**src/rtl/multicycle_control_unit.sv**
```systemverilog
// Multi-cycle RV32I main controller: sequences fetch/decode/execute/memory/writeback and drives datapath selects.
// Latency: branch 3, R/I/store/jal/lui 4, load 5 cycles at zero wait; +1 per cycle mem_ready_i is low in a memory state.
// Backpressure: mem_req_o/mem_we_o/adr_src_o hold steady until mem_ready_i; the FSM stalls in place meanwhile.
//
// Ports: clk, reset (async active-low); opcode_i (IR[6:0]); mem_ready_i; branch_taken_i;
//        memory controls mem_req_o/mem_we_o/adr_src_o; write enables ir_write_o/pc_write_o/reg_write_o;
//        ALU selects alu_src_a_o/alu_src_b_o/alu_op_o; result_src_o; imm_src_o; state_o (debug); illegal_o.
module multicycle_control_unit #(
    parameter int STATE_W = 4
) (
    input  logic               clk,
    input  logic               reset,
    input  logic [6:0]         opcode_i,
    input  logic               mem_ready_i,
    input  logic               branch_taken_i,
    output logic               mem_req_o,
    output logic               mem_we_o,
    output logic               adr_src_o,
    output logic               ir_write_o,
    output logic               pc_write_o,
    output logic               reg_write_o,
    output logic [1:0]         alu_src_a_o,
    output logic [1:0]         alu_src_b_o,
    output logic [1:0]         alu_op_o,
    output logic [1:0]         result_src_o,
    output logic [2:0]         imm_src_o,
    output logic [STATE_W-1:0] state_o,
    output logic               illegal_o
);

    typedef enum logic [3:0] {
        S_FETCH     = 4'd0,
        S_DECODE    = 4'd1,
        S_MEM_ADDR  = 4'd2,
        S_MEM_READ  = 4'd3,
        S_MEM_WB    = 4'd4,
        S_MEM_WRITE = 4'd5,
        S_EXEC_R    = 4'd6,
        S_EXEC_I    = 4'd7,
        S_ALU_WB    = 4'd8,
        S_BRANCH    = 4'd9,
        S_JAL       = 4'd10,
        S_LUI       = 4'd11,
        S_TRAP      = 4'd15
    } state_t;

    localparam logic [6:0] OP_LOAD   = 7'b0000011;
    localparam logic [6:0] OP_STORE  = 7'b0100011;
    localparam logic [6:0] OP_RTYPE  = 7'b0110011;
    localparam logic [6:0] OP_ITYPE  = 7'b0010011;
    localparam logic [6:0] OP_BRANCH = 7'b1100011;
    localparam logic [6:0] OP_JAL    = 7'b1101111;
    localparam logic [6:0] OP_LUI    = 7'b0110111;

    state_t state_q, state_d;

    // Ungated control values; the output stage masks them while reset is low.
    logic       mem_req_c, mem_we_c, adr_src_c, ir_write_c, pc_write_c, reg_write_c, illegal_c;
    logic [1:0] alu_a_c, alu_b_c, alu_op_c, result_c;
    logic [2:0] imm_c;

    always_ff @(posedge clk or negedge reset) begin
        if (!reset) begin
            state_q <= S_FETCH;
        end else begin
            state_q <= state_d;
        end
    end

    always_comb begin
        state_d     = state_q;
        mem_req_c   = 1'b0;
        mem_we_c    = 1'b0;
        adr_src_c   = 1'b0;
        ir_write_c  = 1'b0;
        pc_write_c  = 1'b0;
        reg_write_c = 1'b0;
        illegal_c   = 1'b0;
        alu_a_c     = 2'b00;
        alu_b_c     = 2'b00;
        alu_op_c    = 2'b00;
        result_c    = 2'b00;

        case (state_q)
            S_FETCH: begin
                mem_req_c = 1'b1;
                alu_b_c   = 2'b10;
                result_c  = 2'b10;
                // IR load and PC+4 happen only in the cycle memory returns the word.
                ir_write_c = mem_ready_i;
                pc_write_c = mem_ready_i;
                if (mem_ready_i) state_d = S_DECODE;
            end
            S_DECODE: begin
                // Branch/jump target (old PC + imm) lands in the ALU-out register here.
                alu_a_c = 2'b01;
                alu_b_c = 2'b01;
                case (opcode_i)
                    OP_LOAD, OP_STORE: state_d = S_MEM_ADDR;
                    OP_RTYPE:          state_d = S_EXEC_R;
                    OP_ITYPE:          state_d = S_EXEC_I;
                    OP_BRANCH:         state_d = S_BRANCH;
                    OP_JAL:            state_d = S_JAL;
                    OP_LUI:            state_d = S_LUI;
                    default:           state_d = S_TRAP;
                endcase
            end
            S_MEM_ADDR: begin
                alu_a_c = 2'b10;
                alu_b_c = 2'b01;
                if (opcode_i == OP_LOAD)       state_d = S_MEM_READ;
                else if (opcode_i == OP_STORE) state_d = S_MEM_WRITE;
                else                           state_d = S_TRAP;
            end
            S_MEM_READ: begin
                mem_req_c = 1'b1;
                adr_src_c = 1'b1;
                if (mem_ready_i) state_d = S_MEM_WB;
            end
            S_MEM_WB: begin
                result_c    = 2'b01;
                reg_write_c = 1'b1;
                state_d     = S_FETCH;
            end
            S_MEM_WRITE: begin
                mem_req_c = 1'b1;
                mem_we_c  = 1'b1;
                adr_src_c = 1'b1;
                if (mem_ready_i) state_d = S_FETCH;
            end
            S_EXEC_R: begin
                alu_a_c  = 2'b10;
                alu_op_c = 2'b10;
                state_d  = S_ALU_WB;
            end
            S_EXEC_I: begin
                alu_a_c  = 2'b10;
                alu_b_c  = 2'b01;
                alu_op_c = 2'b10;
                state_d  = S_ALU_WB;
            end
            S_ALU_WB: begin
                reg_write_c = 1'b1;
                state_d     = S_FETCH;
            end
            S_BRANCH: begin
                // ALU compares rs1/rs2 for the condition block; PC takes the target saved in DECODE.
                alu_a_c    = 2'b10;
                alu_op_c   = 2'b01;
                pc_write_c = branch_taken_i;
                state_d    = S_FETCH;
            end
            S_JAL: begin
                // PC <- target from ALU-out; ALU meanwhile forms old PC + 4 as the link value.
                alu_a_c    = 2'b01;
                alu_b_c    = 2'b10;
                pc_write_c = 1'b1;
                state_d    = S_ALU_WB;
            end
            S_LUI: begin
                alu_a_c = 2'b11;
                alu_b_c = 2'b01;
                state_d = S_ALU_WB;
            end
            S_TRAP: begin
                illegal_c = 1'b1;
            end
            default: begin
                state_d = S_TRAP;
            end
        endcase
    end

    always_comb begin
        case (opcode_i)
            OP_LOAD, OP_ITYPE: imm_c = 3'b000;
            OP_STORE:          imm_c = 3'b001;
            OP_BRANCH:         imm_c = 3'b010;
            OP_JAL:            imm_c = 3'b011;
            OP_LUI:            imm_c = 3'b100;
            default:           imm_c = 3'b000;
        endcase
    end

    // Reset masks outputs combinationally so FETCH's request does not leak out during reset.
    assign mem_req_o    = reset & mem_req_c;
    assign mem_we_o     = reset & mem_we_c;
    assign adr_src_o    = reset & adr_src_c;
    assign ir_write_o   = reset & ir_write_c;
    assign pc_write_o   = reset & pc_write_c;
    assign reg_write_o  = reset & reg_write_c;
    assign illegal_o    = reset & illegal_c;
    assign alu_src_a_o  = reset ? alu_a_c  : 2'b00;
    assign alu_src_b_o  = reset ? alu_b_c  : 2'b00;
    assign alu_op_o     = reset ? alu_op_c : 2'b00;
    assign result_src_o = reset ? result_c : 2'b00;
    assign imm_src_o    = reset ? imm_c    : 3'b000;
    assign state_o      = STATE_W'(state_q);

endmodule
```
**config.mk**
```make
export PLATFORM = sky130hd
export DESIGN_NAME = multicycle_control_unit
export DESIGN_NICKNAME = d
export VERILOG_FILES = /design/src/rtl/multicycle_control_unit.sv
export SDC_FILE = /design/constraint.sdc
export NUM_CORES = 1
export LEC_CHECK = 0
export ABC_CLOCK_PERIOD_IN_PS = 3920
export CORE_MARGIN = 3
export CORE_UTILIZATION = 41
export DETAILED_ROUTE_END_ITERATION = 7
export HOLD_SLACK_MARGIN = 0.02
export PLACE_DENSITY = 0.83
export SLEW_MARGIN = 20
export SYNTH_ARGS = -nofsm -noshare
export SYNTH_HDL_FRONTEND = slang
export SYNTH_SLANG_ARGS = --single-unit
export TNS_END_PERCENT = 10
```
**constraint.sdc**
```tcl
create_clock -name clk -period 3.92 [get_ports clk]
set_input_delay 0.784 -clock clk [delete_from_list [all_inputs] [get_ports clk]]
set_output_delay 0.784 -clock clk [all_outputs]
set_load 0.01 [all_outputs]
```
==> results of run 1 <==
per-layer routing:
| layer | track usage [%] | vias to the layer above | wire [um] |
|---|---|---|---|
| met4 | 9.942 | 0 | 0 |
| met3 | 6.375 | 0 | 120 |
| met5 | 0 | - | 0 |
| met2 | 35.59 | 38 | 949 |
| li1 | - | 393 | - |
| met1 | 23.11 | 372 | 722 |
kinds of logic after synthesis:
| family | count (synthesis) | share of synthesized area, % |
|---|---|---|
| AOI/OAI and AO/OA | 21 | 21.40 |
| DFF | 4 | 16.00 |
| buffers and inverters | 9 | 5.799 |
| muxes | 3 | 5.000 |
| xor gates and xnor gates | 4 | 5.599 |
| and+or+nand+nor | 53 | 46.20 |
through the flow:
stage | util (%) | cells | area (sq um) | power, mW
floorplan | - | 94 | 625.6 | 0.3829
global placement | 68.77 | 134 | 939.7 | 0.5305
detailed placement | 68.77 | 134 | 939.7 | 0.5390
CTS | 70.42 | 137 | 962.2 | 0.5967
global route | 70.42 | 137 | 962.2 | 0.6533
finish | 70.42 | 137 | 962.2 | 0.5931
path summary, 6_finish.rpt:
check | cells past startpoint | to | slack, ns
max | 6 | imm_src_o[0] | 0.41
min | 2 | state_o[1] | 0.73
max reg2reg | 4 | state_o[2] | 2.16
min reg2reg | 2 | state_o[1] | 0.73
max in group asynchronous | 2 | state_o[1] | 2.78
min in group asynchronous | 1 | state_o[0] | 0.77
placed cells by master, fill, tap and decap left out, types with 2 or more instances in the layout:
cell type / instances
clkdlybuf4s50_1: 32
a21oi_1: 6
nand3_1: 3
or2_2: 2
nand2b_1: 3
clkbuf_4: 3
o21ai_0: 3
nor3_1: 5
nor2b_1: 5
dfrtp_1: 4
a31oi_1: 3
nor2_1: 13
nand2_1: 8
and3_1: 3
xor2_1: 4
mux2i_1: 2
area by class of cell:
cell class	instances	area [sq um]
Inverter	1	3.754
Fill cell	129	404.1
Tap cell	15	18.77
Clock buffer	3	22.52
Sequential cell	4	100.1
Multi-Input combinational cell	81	489.2
Timing Repair Buffer	33	327.8
worst reg2reg max path, stage by stage (launching register included):
cell	delay, ns
dfrtp_1	0.57
and2b_1	0.40
o311ai_0	0.21
or2_2	0.33
a31oi_1	0.18
power groups by stage:
stage                     logic (mW)  clock network (mW)  registers, mW
after detailed placement       0.388                   0          0.151
after CTS                      0.391              0.0564          0.150
final                          0.390              0.0535          0.150
after global routing           0.431              0.0627          0.159
after global placement         0.382                   0          0.148
after floorplan                0.296                   0         0.0867
==> flow_metrics.py, run 1 <==
metrics = {
    "clock_tree": {
        "cts_tree": "done",
        "clockRootBuffer": "clkbuf_4",
        "cts.path.max_buffers": 2,
        "cts_inserted_buffers": 3,
        "clkTransAtPathRegs_ns": 0.04,
        "cts_max_level": 1,
        "post-cts-setup-buffers": 0,
        "clock-sinks": 4,
        "cts_resized": 0,
        "hold_buffers": 0,
        "clock_latency_ns": 0.24,
    },
    "placed_design": {
        "place_congestion": 0.8103,
        "post-place-ws_ns": 0.4086,
        "hpwl_um": 1362,
        "port_buffers": 32,
    },
    "timing": {
        "post-route-period-util_pct": 89.63,
        "grt_setup_unrepaired": "false",
        "finalHoldViolCount": 0,
        "setup_viol": 0,
        "slew-limit-headroom_pct": 56.20,
        "setup_ws_ns": 0.4065,
        "finClkSkew_ns": 0.002168,
        "slew_viol_final": 0,
        "timing.final.crit_period_ns": 3.513,
        "final.setup.tns_ns": 0,
        "fmax_mhz": 284.6,
        "holdWs_ns": 0.7305,
        "tightest_slew_ns": 0.6570,
    },
    "drt": {
        "first_pass_iters": 4,
        "wirelength_um": 1793,
        "drc": 0,
        "postRouteAntennaNets": 0,
        "wire_per_inst_um": 13.09,
        "vias_per_cell": 5.861,
        "vias": 803,
        "first_iter_violations": 27,
    },
    "grt": {
        "grt.overflow.total": 0,
        "antenna_found_initial": 0,
        "globalRouteTotalUtil_pct": 20.79,
        "grt_pass1_wl_um": 3070,
        "grt_max_degree": 22,
        "first_global_vias": 727,
    },
    "layout": {
        "fin_nets": 135,
        "syn2layout_area_growth_pct": 53.80,
        "largest_reg_flops": 4,
        "drive_gt1_share_pct": 7.377,
        "num_antenna_cells": 0,
    },
    "min_path": {
        "hp-class": "reg -> reg",
        "hold_path.startpoint": "state_o[2]",
    },
    "critical_path": {
        "cp_data_required_time_ns": 3.14,
        "path_delay_family": "buffers and inverters",
        "crit_path_end_kind": "primary output",
        "path_common_cell": "clkdlybuf4s50_1",
        "max_stage_delay_ns": 0.55,
        "criticalPathCategory": "in -> out",
        "cp_max_fo": 5,
        "critPathArrivalTime_ns": 2.73,
        "cp_num_buf_inv": 2,
        "rr_startpoint": "state_o[1]",
        "startpoint": "opcode_i[2]",
        "crit_slowest_cell": "clkdlybuf4s50_1",
        "crit_chain": "clkdlybuf4s50_1 -> or3_4 -> nor3_1 -> a21oi_1 -> nor2b_1 -> clkdlybuf4s50_1",
        "cp-start-kind": "primary input",
    },
    "floorplan": {
        "start_util_pct": 45.79,
        "core_sq_um": 1366,
        "fp.dieW_um": 45.06,
        "die-area_sq_um": 2030,
        "rows": 13,
        "die_y_um": 45.06,
        "io-pin-count": 33,
    },
    "synthesis": {
        "yosys-top-cells-area": "dfrtp_1, nor2_1, xor2_1",
        "synth-async-reset-ratio_pct": 100.0,
        "synth_cell_types": 39,
        "yosysTopAreaCellShare_pct": 16.00,
        "synthTopCellsByCount": "nor2_1, nand2_1, a21oi_1",
        "yosys.area.top_type": "dfrtp_1",
        "synth_area_sq_um": 625.6,
        "yosysMostFrequentCell": "nor2_1",
        "synth_top_flop_cell": "dfrtp_1",
        "synth_edf_count": 0,
        "yosys_warnings": 0,
        "synth_seq_area_share_pct": 16.00,
        "syn_inst": 94,
        "synth_seq_cells": 4,
        "avgSynthCellArea_sq_um": 6.655,
        "syn_nets": 105,
    },
    "pwr": {
        "ir_drop_v": 0.0004834,
        "cellLeakagePower_nw": 0.3617,
        "intPower_mw": 0.3136,
        "p_switching_mw": 0.2795,
        "comb_power_share_pct": 65.7,
        "p_clk_share_pct": 9.0,
        "switching_share_pct": 47.12,
        "power_density_nw_per_um2": 616.4,
        "pwr-share-seq_pct": 25.3,
    },
    "run_status": {
        "status": "finished, final reports clean",
    },
    "flow_run": {
        "cap_viol_max_count": 0,
    },
}
Power figures use the tool's default switching activity.
==> run 2: changes to the inputs <==
--- a/config.mk
+++ b/config.mk
@@ -10,6 +10,7 @@
 export CORE_UTILIZATION = 41
 export DETAILED_ROUTE_END_ITERATION = 7
 export HOLD_SLACK_MARGIN = 0.02
+export MAX_ROUTING_LAYER = met4
 export PLACE_DENSITY = 0.83
 export SLEW_MARGIN = 20
 export SYNTH_ARGS = -nofsm -noshare
==> results of run 2 <==
Same layout as run 1: the final DEF is identical, and so are final timing and power.
Among the figures that moved: final weighted congestion in routability-driven placement 0.8103 -> 0.8223; overall routing resource usage 20.79% -> 21.40%
